===== src/rtl/mips_cpu_hilo_muldiv_if.sv =====
// Request/result bundle between the datapath and the HI/LO multiply/divide unit.
// The datapath side uses the master modport, the unit uses the slave modport.
interface mips_cpu_hilo_muldiv_if #(
  parameter int DATA_WIDTH = 32
);
  logic                  start_i;
  logic [4:0]            alu_op_i;
  logic [DATA_WIDTH-1:0] op_a_i;
  logic [DATA_WIDTH-1:0] op_b_i;
  logic                  hi_we_i;
  logic                  lo_we_i;
  logic                  busy_o;
  logic                  done_o;
  logic [DATA_WIDTH-1:0] hi_o;
  logic [DATA_WIDTH-1:0] lo_o;

  modport master (
    output start_i, alu_op_i, op_a_i, op_b_i, hi_we_i, lo_we_i,
    input  busy_o, done_o, hi_o, lo_o
  );

  modport slave (
    input  start_i, alu_op_i, op_a_i, op_b_i, hi_we_i, lo_we_i,
    output busy_o, done_o, hi_o, lo_o
  );
endinterface


===== src/rtl/mips_cpu_hilo_muldiv.sv =====
// Multi-cycle MIPS multiply/divide unit owning the architectural HI/LO registers.
// Shift-add multiply and restoring divide run one bit per cycle on operand magnitudes.
module mips_cpu_hilo_muldiv #(
  parameter int         DATA_WIDTH = 32,
  parameter logic [4:0] OP_MUL     = 5'd2,
  parameter logic [4:0] OP_DIV     = 5'd3,
  parameter logic [4:0] OP_MULU    = 5'd22,
  parameter logic [4:0] OP_DIVU    = 5'd23
) (
  input logic                   clk,
  input logic                   reset,
  mips_cpu_hilo_muldiv_if.slave bus
);
  localparam int W  = DATA_WIDTH;
  localparam int CW = $clog2(DATA_WIDTH);
  localparam logic [CW-1:0] LAST = CW'(DATA_WIDTH - 1);

  typedef enum logic {IDLE, RUN} state_e;

  state_e        state_q, state_d;
  logic [CW-1:0] cnt_q, cnt_d;
  logic          is_div_q, is_div_d;
  logic          neg_q, neg_d;
  logic          rem_neg_q, rem_neg_d;
  logic [W-1:0]  operand_q, operand_d;
  logic [W-1:0]  work_hi_q, work_hi_d;
  logic [W-1:0]  work_lo_q, work_lo_d;
  logic [W-1:0]  hi_q, hi_d;
  logic [W-1:0]  lo_q, lo_d;
  logic          done_q, done_d;

  logic          op_valid, op_signed, op_div;
  logic [W-1:0]  abs_a, abs_b;

  always_comb begin
    op_valid  = (bus.alu_op_i == OP_MUL) || (bus.alu_op_i == OP_DIV) ||
                (bus.alu_op_i == OP_MULU) || (bus.alu_op_i == OP_DIVU);
    op_signed = (bus.alu_op_i == OP_MUL) || (bus.alu_op_i == OP_DIV);
    op_div    = (bus.alu_op_i == OP_DIV) || (bus.alu_op_i == OP_DIVU);
    abs_a     = (op_signed && bus.op_a_i[W-1]) ? -bus.op_a_i : bus.op_a_i;
    abs_b     = (op_signed && bus.op_b_i[W-1]) ? -bus.op_b_i : bus.op_b_i;
  end

  // Multiply keeps the product in {work_hi, work_lo} with the multiplier shifting out of
  // work_lo; divide keeps the partial remainder in work_hi and shifts the dividend out of work_lo.
  logic [W:0]     mul_sum;
  logic [W-1:0]   mul_hi, mul_lo;
  logic [W:0]     div_shift;
  logic           div_bit;
  logic [W-1:0]   div_diff, div_hi, div_lo;
  logic [2*W-1:0] prod_mag, prod_res;
  logic [W-1:0]   quo_res, rem_res;

  always_comb begin
    mul_sum   = {1'b0, work_hi_q} + (work_lo_q[0] ? {1'b0, operand_q} : '0);
    mul_hi    = mul_sum[W:1];
    mul_lo    = {mul_sum[0], work_lo_q[W-1:1]};
    div_shift = {work_hi_q, work_lo_q[W-1]};
    div_bit   = div_shift >= {1'b0, operand_q};
    div_diff  = div_shift[W-1:0] - operand_q;
    div_hi    = div_bit ? div_diff : div_shift[W-1:0];
    div_lo    = {work_lo_q[W-2:0], div_bit};
    prod_mag  = {mul_hi, mul_lo};
    prod_res  = neg_q ? -prod_mag : prod_mag;
    quo_res   = neg_q ? -div_lo : div_lo;
    rem_res   = rem_neg_q ? -div_hi : div_hi;
  end

  always_comb begin
    state_d   = state_q;
    cnt_d     = cnt_q;
    is_div_d  = is_div_q;
    neg_d     = neg_q;
    rem_neg_d = rem_neg_q;
    operand_d = operand_q;
    work_hi_d = work_hi_q;
    work_lo_d = work_lo_q;
    hi_d      = hi_q;
    lo_d      = lo_q;
    done_d    = 1'b0;
    unique case (state_q)
      IDLE: begin
        if (bus.start_i && op_valid) begin
          state_d   = RUN;
          cnt_d     = '0;
          is_div_d  = op_div;
          neg_d     = op_signed && (bus.op_a_i[W-1] ^ bus.op_b_i[W-1]);
          rem_neg_d = op_signed && op_div && bus.op_a_i[W-1];
          operand_d = op_div ? abs_b : abs_a;
          work_hi_d = '0;
          work_lo_d = op_div ? abs_a : abs_b;
        end else begin
          if (bus.hi_we_i) hi_d = bus.op_a_i;
          if (bus.lo_we_i) lo_d = bus.op_a_i;
        end
      end
      RUN: begin
        work_hi_d = is_div_q ? div_hi : mul_hi;
        work_lo_d = is_div_q ? div_lo : mul_lo;
        cnt_d     = cnt_q + CW'(1);
        // The last iteration commits straight into HI/LO so partial results never show.
        if (cnt_q == LAST) begin
          state_d = IDLE;
          done_d  = 1'b1;
          hi_d    = is_div_q ? rem_res : prod_res[2*W-1:W];
          lo_d    = is_div_q ? quo_res : prod_res[W-1:0];
        end
      end
      default: state_d = IDLE;
    endcase
  end

  always_ff @(posedge clk) begin
    if (!reset) begin
      state_q   <= IDLE;
      cnt_q     <= '0;
      is_div_q  <= 1'b0;
      neg_q     <= 1'b0;
      rem_neg_q <= 1'b0;
      operand_q <= '0;
      work_hi_q <= '0;
      work_lo_q <= '0;
      hi_q      <= '0;
      lo_q      <= '0;
      done_q    <= 1'b0;
    end else begin
      state_q   <= state_d;
      cnt_q     <= cnt_d;
      is_div_q  <= is_div_d;
      neg_q     <= neg_d;
      rem_neg_q <= rem_neg_d;
      operand_q <= operand_d;
      work_hi_q <= work_hi_d;
      work_lo_q <= work_lo_d;
      hi_q      <= hi_d;
      lo_q      <= lo_d;
      done_q    <= done_d;
    end
  end

  assign bus.busy_o = (state_q == RUN);
  assign bus.done_o = done_q;
  assign bus.hi_o   = hi_q;
  assign bus.lo_o   = lo_q;
endmodule


===== src/flat_wrapper.sv =====
// flat-port wrapper written by rule: the top's interface ports become plain ports
module mips_cpu_hilo_muldiv_flat 
#(
  parameter int         DATA_WIDTH = 32,
  parameter logic [4:0] OP_MUL     = 5'd2,
  parameter logic [4:0] OP_DIV     = 5'd3,
  parameter logic [4:0] OP_MULU    = 5'd22,
  parameter logic [4:0] OP_DIVU    = 5'd23
)
  (clk, reset, bus_start_i, bus_alu_op_i, bus_op_a_i, bus_op_b_i, bus_hi_we_i, bus_lo_we_i, bus_busy_o, bus_done_o, bus_hi_o, bus_lo_o);
  mips_cpu_hilo_muldiv_if #(.DATA_WIDTH(DATA_WIDTH)) bus_i ();
  input logic clk;
  input logic reset;
  input wire logic [$bits(bus_i.start_i)-1:0] bus_start_i;
  input wire logic [$bits(bus_i.alu_op_i)-1:0] bus_alu_op_i;
  input wire logic [$bits(bus_i.op_a_i)-1:0] bus_op_a_i;
  input wire logic [$bits(bus_i.op_b_i)-1:0] bus_op_b_i;
  input wire logic [$bits(bus_i.hi_we_i)-1:0] bus_hi_we_i;
  input wire logic [$bits(bus_i.lo_we_i)-1:0] bus_lo_we_i;
  output wire logic [$bits(bus_i.busy_o)-1:0] bus_busy_o;
  output wire logic [$bits(bus_i.done_o)-1:0] bus_done_o;
  output wire logic [$bits(bus_i.hi_o)-1:0] bus_hi_o;
  output wire logic [$bits(bus_i.lo_o)-1:0] bus_lo_o;
  assign bus_i.start_i = bus_start_i;
  assign bus_i.alu_op_i = bus_alu_op_i;
  assign bus_i.op_a_i = bus_op_a_i;
  assign bus_i.op_b_i = bus_op_b_i;
  assign bus_i.hi_we_i = bus_hi_we_i;
  assign bus_i.lo_we_i = bus_lo_we_i;
  assign bus_busy_o = bus_i.busy_o;
  assign bus_done_o = bus_i.done_o;
  assign bus_hi_o = bus_i.hi_o;
  assign bus_lo_o = bus_i.lo_o;
  mips_cpu_hilo_muldiv #(.DATA_WIDTH(DATA_WIDTH), .OP_MUL(OP_MUL), .OP_DIV(OP_DIV), .OP_MULU(OP_MULU), .OP_DIVU(OP_DIVU)) u_core (.clk(clk), .reset(reset), .bus(bus_i));
endmodule

===== config.mk =====
export PLATFORM = sky130hd
export DESIGN_NAME = mips_cpu_hilo_muldiv_flat
export DESIGN_NICKNAME = d
export VERILOG_FILES = /design/src/rtl/mips_cpu_hilo_muldiv_if.sv /design/src/rtl/mips_cpu_hilo_muldiv.sv /design/src/flat_wrapper.sv
export SDC_FILE = /design/constraint.sdc
export NUM_CORES = 1
export LEC_CHECK = 0
export ABC_AREA = 1
export BUFFER_PORTS_ARGS = -buffer_cell sky130_fd_sc_hd__buf_4
export CORE_MARGIN = 3
export CORE_UTILIZATION = 39
export CTS_BUF_LIST = sky130_fd_sc_hd__clkbuf_4 sky130_fd_sc_hd__clkbuf_8
export DETAILED_ROUTE_END_ITERATION = 8
export RECOVER_POWER = 100
export SLEW_MARGIN = 15
export SYNTH_ARGS = -nofsm -noshare
export SYNTH_HDL_FRONTEND = slang
export SYNTH_SLANG_ARGS = --single-unit

===== constraint.sdc =====
create_clock -name clk -period 6.2 [get_ports clk]
set_input_delay 0.93 -clock clk [delete_from_list [all_inputs] [get_ports clk]]
set_output_delay 0.93 -clock clk [all_outputs]
set_load 0.1 [all_outputs]

; ---- After elaboration in Yosys (flattened, before gate mapping)
; Cells that the tools add are included.
[op_classes]
addsub = 8
order_cmp = 1
eq_ne = 10
muxes = 31
bitwise = 2
n_reduce_logical = 14
[ops]
columns = op, count
row1 = 32-bit 2-to-1 mux, 20
row2 = 32-bit one-hot mux with 2 select lines, 4
row3 = 32-bit negator, 4
row4 = 64-bit 2-to-1 mux, 1
row5 = 64-bit negator, 1
row6 = 32-bit by 33-bit adder with 33-bit output, 1
row7 = 33-bit by 32-bit greater-or-equal comparator with 1-bit output, 1
row8 = 32-bit subtractor, 1
row9 = "5-bit == test, second input constant", 3
row10 = "5-bit by 2-bit == test with 1-bit output, second input constant", 2
row11 = 5-bit one-hot mux with 2 select lines, 1
row12 = "2-bit != test, second input constant", 4
row13 = 1-bit logical AND, 6
row14 = 3-bit AND reduction, 2
row15 = "5-bit by 1-bit adder with 5-bit output, second input constant", 1
row16 = 5-bit 2-to-1 mux, 1
row17 = 1-bit logical OR, 4
row18 = 2-bit AND reduction, 2
row19 = 1-bit 2-to-1 mux, 3
row20 = "2-bit by 1-bit != test with 1-bit output, second input constant", 1
row21 = 1-bit one-hot mux with 2 select lines, 1
row22 = 1-bit inverter, 1
row23 = 1-bit bitwise XOR, 1
[word_totals]
register_bits = 170
inputBits = 74
out_inout_bits = 66
word_cells = 77

; ---- Depth between registers and ports, before layout
[logic_depth]
word_depth = 7
ltp_mapped = 28
mapped_depth_nobuf = 28

; ---- Least setup slack after synthesis
; No wires, ideal clock.
[synth_timing]
path_kind = flip-flop to flip-flop
startpoint = reg u_core.work_lo_q[0]
endpoint = reg u_core.hi_q[24] (netlist: u_core.bus.hi_o[24])
setup_time_ns = 0.122
t_arrival_ns = 3.110
required_ns = 6.078
slack_ns = 2.968
path_stages_with_launch = 23
path_buffers = 2
synth_period_minus_slack_ns = 3.232
path_cell_list = dfxtp_1 clkbuf_1 clkbuf_1 nand2_1 inv_1 ha_1 fa_1 nand3_1 nand3_1 a21oi_1 inv_1 nand2_1 nand2_1 xnor2_1 nand4_1 nor2_1 nand2_1 nand2_1 nand3_1 o21ai_0 nand3_1 nand2_1 a21oi_1
[synth_via]
elab_chain_len = 7
[synth_lines]
columns = item, line_no
row1 = from (decl), mips_cpu_hilo_muldiv.sv:27  ; logic [W-1:0] work_lo_q, work_lo_d;
row2 = from (signal assigned), mips_cpu_hilo_muldiv.sv:134  ; work_lo_q <= work_lo_d;
row3 = 32-bit 2-to-1 mux (*), mips_cpu_hilo_muldiv.sv:55  ; mul_sum = {1'b0, work_hi_q} + (work_lo_q[0] ? {1'b0, operand_q} : '0);
row4 = 32-bit by 33-bit adder with 33-bit output (*), mips_cpu_hilo_muldiv.sv:55
row5 = 64-bit negator, mips_cpu_hilo_muldiv.sv:64  ; prod_res = neg_q ? -prod_mag : prod_mag;
row6 = 64-bit 2-to-1 mux (*), mips_cpu_hilo_muldiv.sv:64
row7 = 32-bit 2-to-1 mux (*), mips_cpu_hilo_muldiv.sv:105  ; hi_d = is_div_q ? rem_res : prod_res[2*W-1:W];
row8 = 32-bit 2-to-1 mux (*), mips_cpu_hilo_muldiv.sv:102  ; if (cnt_q == LAST) begin
row9 = 32-bit one-hot mux with 2 select lines (*), mips_cpu_hilo_muldiv.sv:81  ; unique case (state_q)
row10 = to (signal assigned), mips_cpu_hilo_muldiv.sv:135  ; hi_q <= hi_d;
row11 = to (decl), mips_cpu_hilo_muldiv.sv:28  ; logic [W-1:0] hi_q, hi_d;
; Mark *: on every way between the ends. The rest lies on a longest branch, timed or not. The select of a mux whose other input is x is not followed.
; A chain may end at the register's enable or synchronous reset.

; ---- Worst setup path in the final report
[layout_timing]
startpoint = in reset
endpoint = reg u_core.operand_q[22]
[layout_lines]
columns = item, line_no
row1 = from (decl), flat_wrapper.sv:13  ; input logic reset;
row2 = to (signal assigned), mips_cpu_hilo_muldiv.sv:132  ; operand_q <= operand_d;
row3 = to (decl), mips_cpu_hilo_muldiv.sv:25  ; logic [W-1:0] operand_q, operand_d;
; No word-level cell between the ends.

==> results.py <==
metrics = {
    "clocking": {
        "cts_tree": "yes",
        "cts-htree-levels": 4,
        "cts_resized": 0,
        "holdBufCountCts": 0,
        "clockRootBuffer": "clkbuf_8",
        "path_clk_slew_ns": 0.11,
        "clock_latency_ns": 0.54,
        "clock-sinks": 170,
        "cts_buffer_depth": 2,
        "post_cts_buffers": 0,
        "numCtsBuffers": 17,
    },
    "logic_synthesis": {
        "ys_ff_latch": 170,
        "synth.area.mux_share": 0,
        "synth-adder-area-share": 0.0500,
        "avgSynthCellArea_um2": 5.56,
        "syn_area_um2": 18600,
        "synth_top_family_by_area": "simple AND/OR/NAND/NOR gates",
        "yosys_warnings": 0,
        "syn-num-nets": 3485,
        "synth_compound_area_frac": 0.206,
        "synth-xor-area-share": 0.0547,
        "synthDistinctLibCells": 56,
        "synth-simple-area-share": 0.373,
        "synthesis.instances": 3338,
        "ys_seq_area_frac": 0.183,
    },
    "critical_path": {
        "slowest_stage": "clkbuf_1",
        "worstSetupPathType": "in -> reg",
        "cp.required_ns": 6.67,
        "cp-start-kind": "input port",
        "crit_top_cell": "clkbuf_1",
        "cpPeakStageDelay_ns": 2.01,
        "path_max_fanout": 68,
        "cp_cell_sequence": "clkbuf_1, clkbuf_1, o21ai_0, inv_1",
        "worstPathArrival_ns": 5.59,
        "worstSetupEndpointType": "register",
    },
    "timing": {
        "layout_setup_ws_ns": 1.07,
        "max_freq_mhz": 195,
        "period_needed_ns": 5.13,
        "finalCritPeriodShare": 0.827,
        "setup_tns_ns": 0,
        "slew_headroom": -1.16,
        "worstMarginPinSlew_ns": 3.24,
        "slew_violations": 175,
        "skew_ns": 0.0260,
        "grt_setup_unrepaired": "no",
        "fin_hold_ws_ns": 0.478,
        "finalSetupViolations": 0,
        "final-hold-violation-count": 0,
    },
    "floorplanning": {
        "io_pins": 140,
        "initial_core_util": 0.397,
        "die_area_um2": 50300,
        "die_y_um": 224,
        "core_um2": 46800,
        "rows": 79,
        "die_x_um": 224,
    },
    "layout": {
        "multi_input_area_um2": 12700,
        "area_delta_synth_final_pct": 7.93,
        "final_cell_mix": "942 x nand2_1, 490 x inv_1, 365 x nor2_1",
        "fin_cells": 4003,
        "fill_cells": 5421,
        "regArea_um2": 3410,
        "fin_util": 0.429,
        "diodes": 0,
        "layout_commonest_cell": "nand2_1",
        "final_nets": 3530,
        "drive_gt1_frac": 0.0562,
    },
    "grt": {
        "gr-total-overflow": 0,
        "grt_pass1_wl_um": 126000,
        "grt_max_degree": 91,
        "grt_pass1_vias": 20680,
        "grt_use_total": 0.331,
        "antenna_found_initial": 0,
    },
    "drt": {
        "drt-total-wl_um": 85400,
        "firstDrtPassIters": 9,
        "viasPerCell": 5.53,
        "final_antenna_net_count": 0,
        "drcViolationCount": 0,
        "wl_per_cell_um": 21.3,
        "vias": 22156,
        "first_iter_violations": 2570,
    },
    "place": {
        "placedCellCount": 3971,
        "port_buffers": 139,
        "dp_hpwl_um": 69100,
        "place_ws_ns": 1.94,
        "place.gp.congestion": 1.01,
    },
    "power_and_ir_drop": {
        "powerDensity_nw_per_um2": 207,
        "irDropWorstVdd_v": 0.000128,
        "p_leak_nw": 10.4,
    },
    "worst_hold_path": {
        "worstHoldPathType": "reg -> reg",
    },
    "run": {
        "maxCapViolCount": 3,
    },
    "status": {
        "violations": "max-capacitance violations, max-slew violations",
        "status": "complete, but fails checks",
    },
}
[cells by family after synthesis]
logic type	count (synthesis)
and+or+nand+nor	1655
AOI/OAI and AO/OA	685
buffers and inverters	639
DFF	170
xor gates and xnor gates	116
adders and majority gates	73
[cell usage after synthesis, drive strengths merged]
cell     number  area (µm²)
nand2       958        3660
inv         500        1880
nor2        376        1460
o21ai       281        1440
a21oi       265        1350
nand3       190         988
dfxtp       170        3400
clkbuf      103         387
xor2         88         771
ha           71         888
nor3         52         293
nand4        34         213
o211ai       33         248
buf          32         190
xnor2        28         245
a31oi        25         156
nand3b       20         150
o221ai       16         140
nor4         11        75.1
o2111ai      11        96.3
o21bai       11        82.6
o21a          8        60.1
o22ai         8        50.1
o31ai         8        60.1
or2           8        50.1
a22oi         6        45.0
and2          4        25.0
clkinv        4        15.0
a21boi        3        22.5
a211o         2        17.5
a211oi        2        15.0
a21o          2        15.0
a221oi        2        17.5
fa            2        40.0
nand2b        1        6.26
o311ai        1        8.76
o32ai         1        8.76
or3           1        6.26
[metrics by stage]
step           power [W]  area, µm²
2_1_floorplan    0.00270      18600
3_3_place_gp     0.00335      20000
3_5_place_dp     0.00333      20000
4_1_cts          0.00417      20400
5_1_grt          0.00436      20000
6_report         0.00415      20000
[cell type report]
type / count / area share
multi-input cells: 2529 / 0.632
flip-flops and latches: 170 / 0.170
inverters: 504 / 0.0944
repair buffers: 161 / 0.0472
well taps: 607 / 0.0379
clock buffers: 18 / 0.0124
clock inverters: 14 / 0.00637
[critical path, delay by kind of cell]
kind,cells,cell delay [ns]
buffers and inverters,3,4.10
AO/OA/AOI/OAI,1,0.52
[routing by layer]
metal | vias up | part of all wire | GRT usage
met4 | 0 | 0.069 | 0.189
met3 | 194 | 0.069 | 0.0403
li1 | 10827 | - | -
met2 | 923 | 0.45 | 0.539
met1 | 10212 | 0.41 | 0.425
met5 | - | 0 | 0
[worst paths after layout]
| kind | startpoint | slack, ns | endpoint | depth (start not counted) |
|---|---|---|---|---|
| worst max-delay path | reset | 1.07 | u_core.operand_q[22]$_SDFFE_PN0P_ | 4 |
| worst min register to register | u_core.cnt_q[4]$_SDFFE_PN0P_ | 0.48 | u_core.cnt_q[4]$_SDFFE_PN0P_ | 2 |
| worst max register to register | u_core.operand_q[24]$_SDFFE_PN0P_ | 1.32 | u_core.bus.hi_o[22]$_SDFFE_PN0P_ | 24 |
| worst min-delay path | u_core.cnt_q[4]$_SDFFE_PN0P_ | 0.48 | u_core.cnt_q[4]$_SDFFE_PN0P_ | 2 |
[power breakdown]
part | internal (W) | leakage (nW) | switching [W]
combinational | 0.000481 | 8.78 | 0.00162
clock | 0.000304 | 0.186 | 0.000543
sequential | 0.00114 | 1.39 | 0.0000494
total | 0.00193 | 10.4 | 0.00222
[flip-flops by register name (all words and copies together) (netlist names)]
name / cells
u_core.bus.lo_o: 32
u_core.is_div_q: 1
u_core.bus.done_o: 1
u_core.work_lo_q: 32
u_core.work_hi_q: 32
u_core.neg_q: 1
u_core.operand_q: 32
u_core.rem_neg_q: 1
u_core.bus.hi_o: 32
u_core.cnt_q: 5
u_core.bus.busy_o: 1
Note: power is estimated with default switching activity, not from simulation.
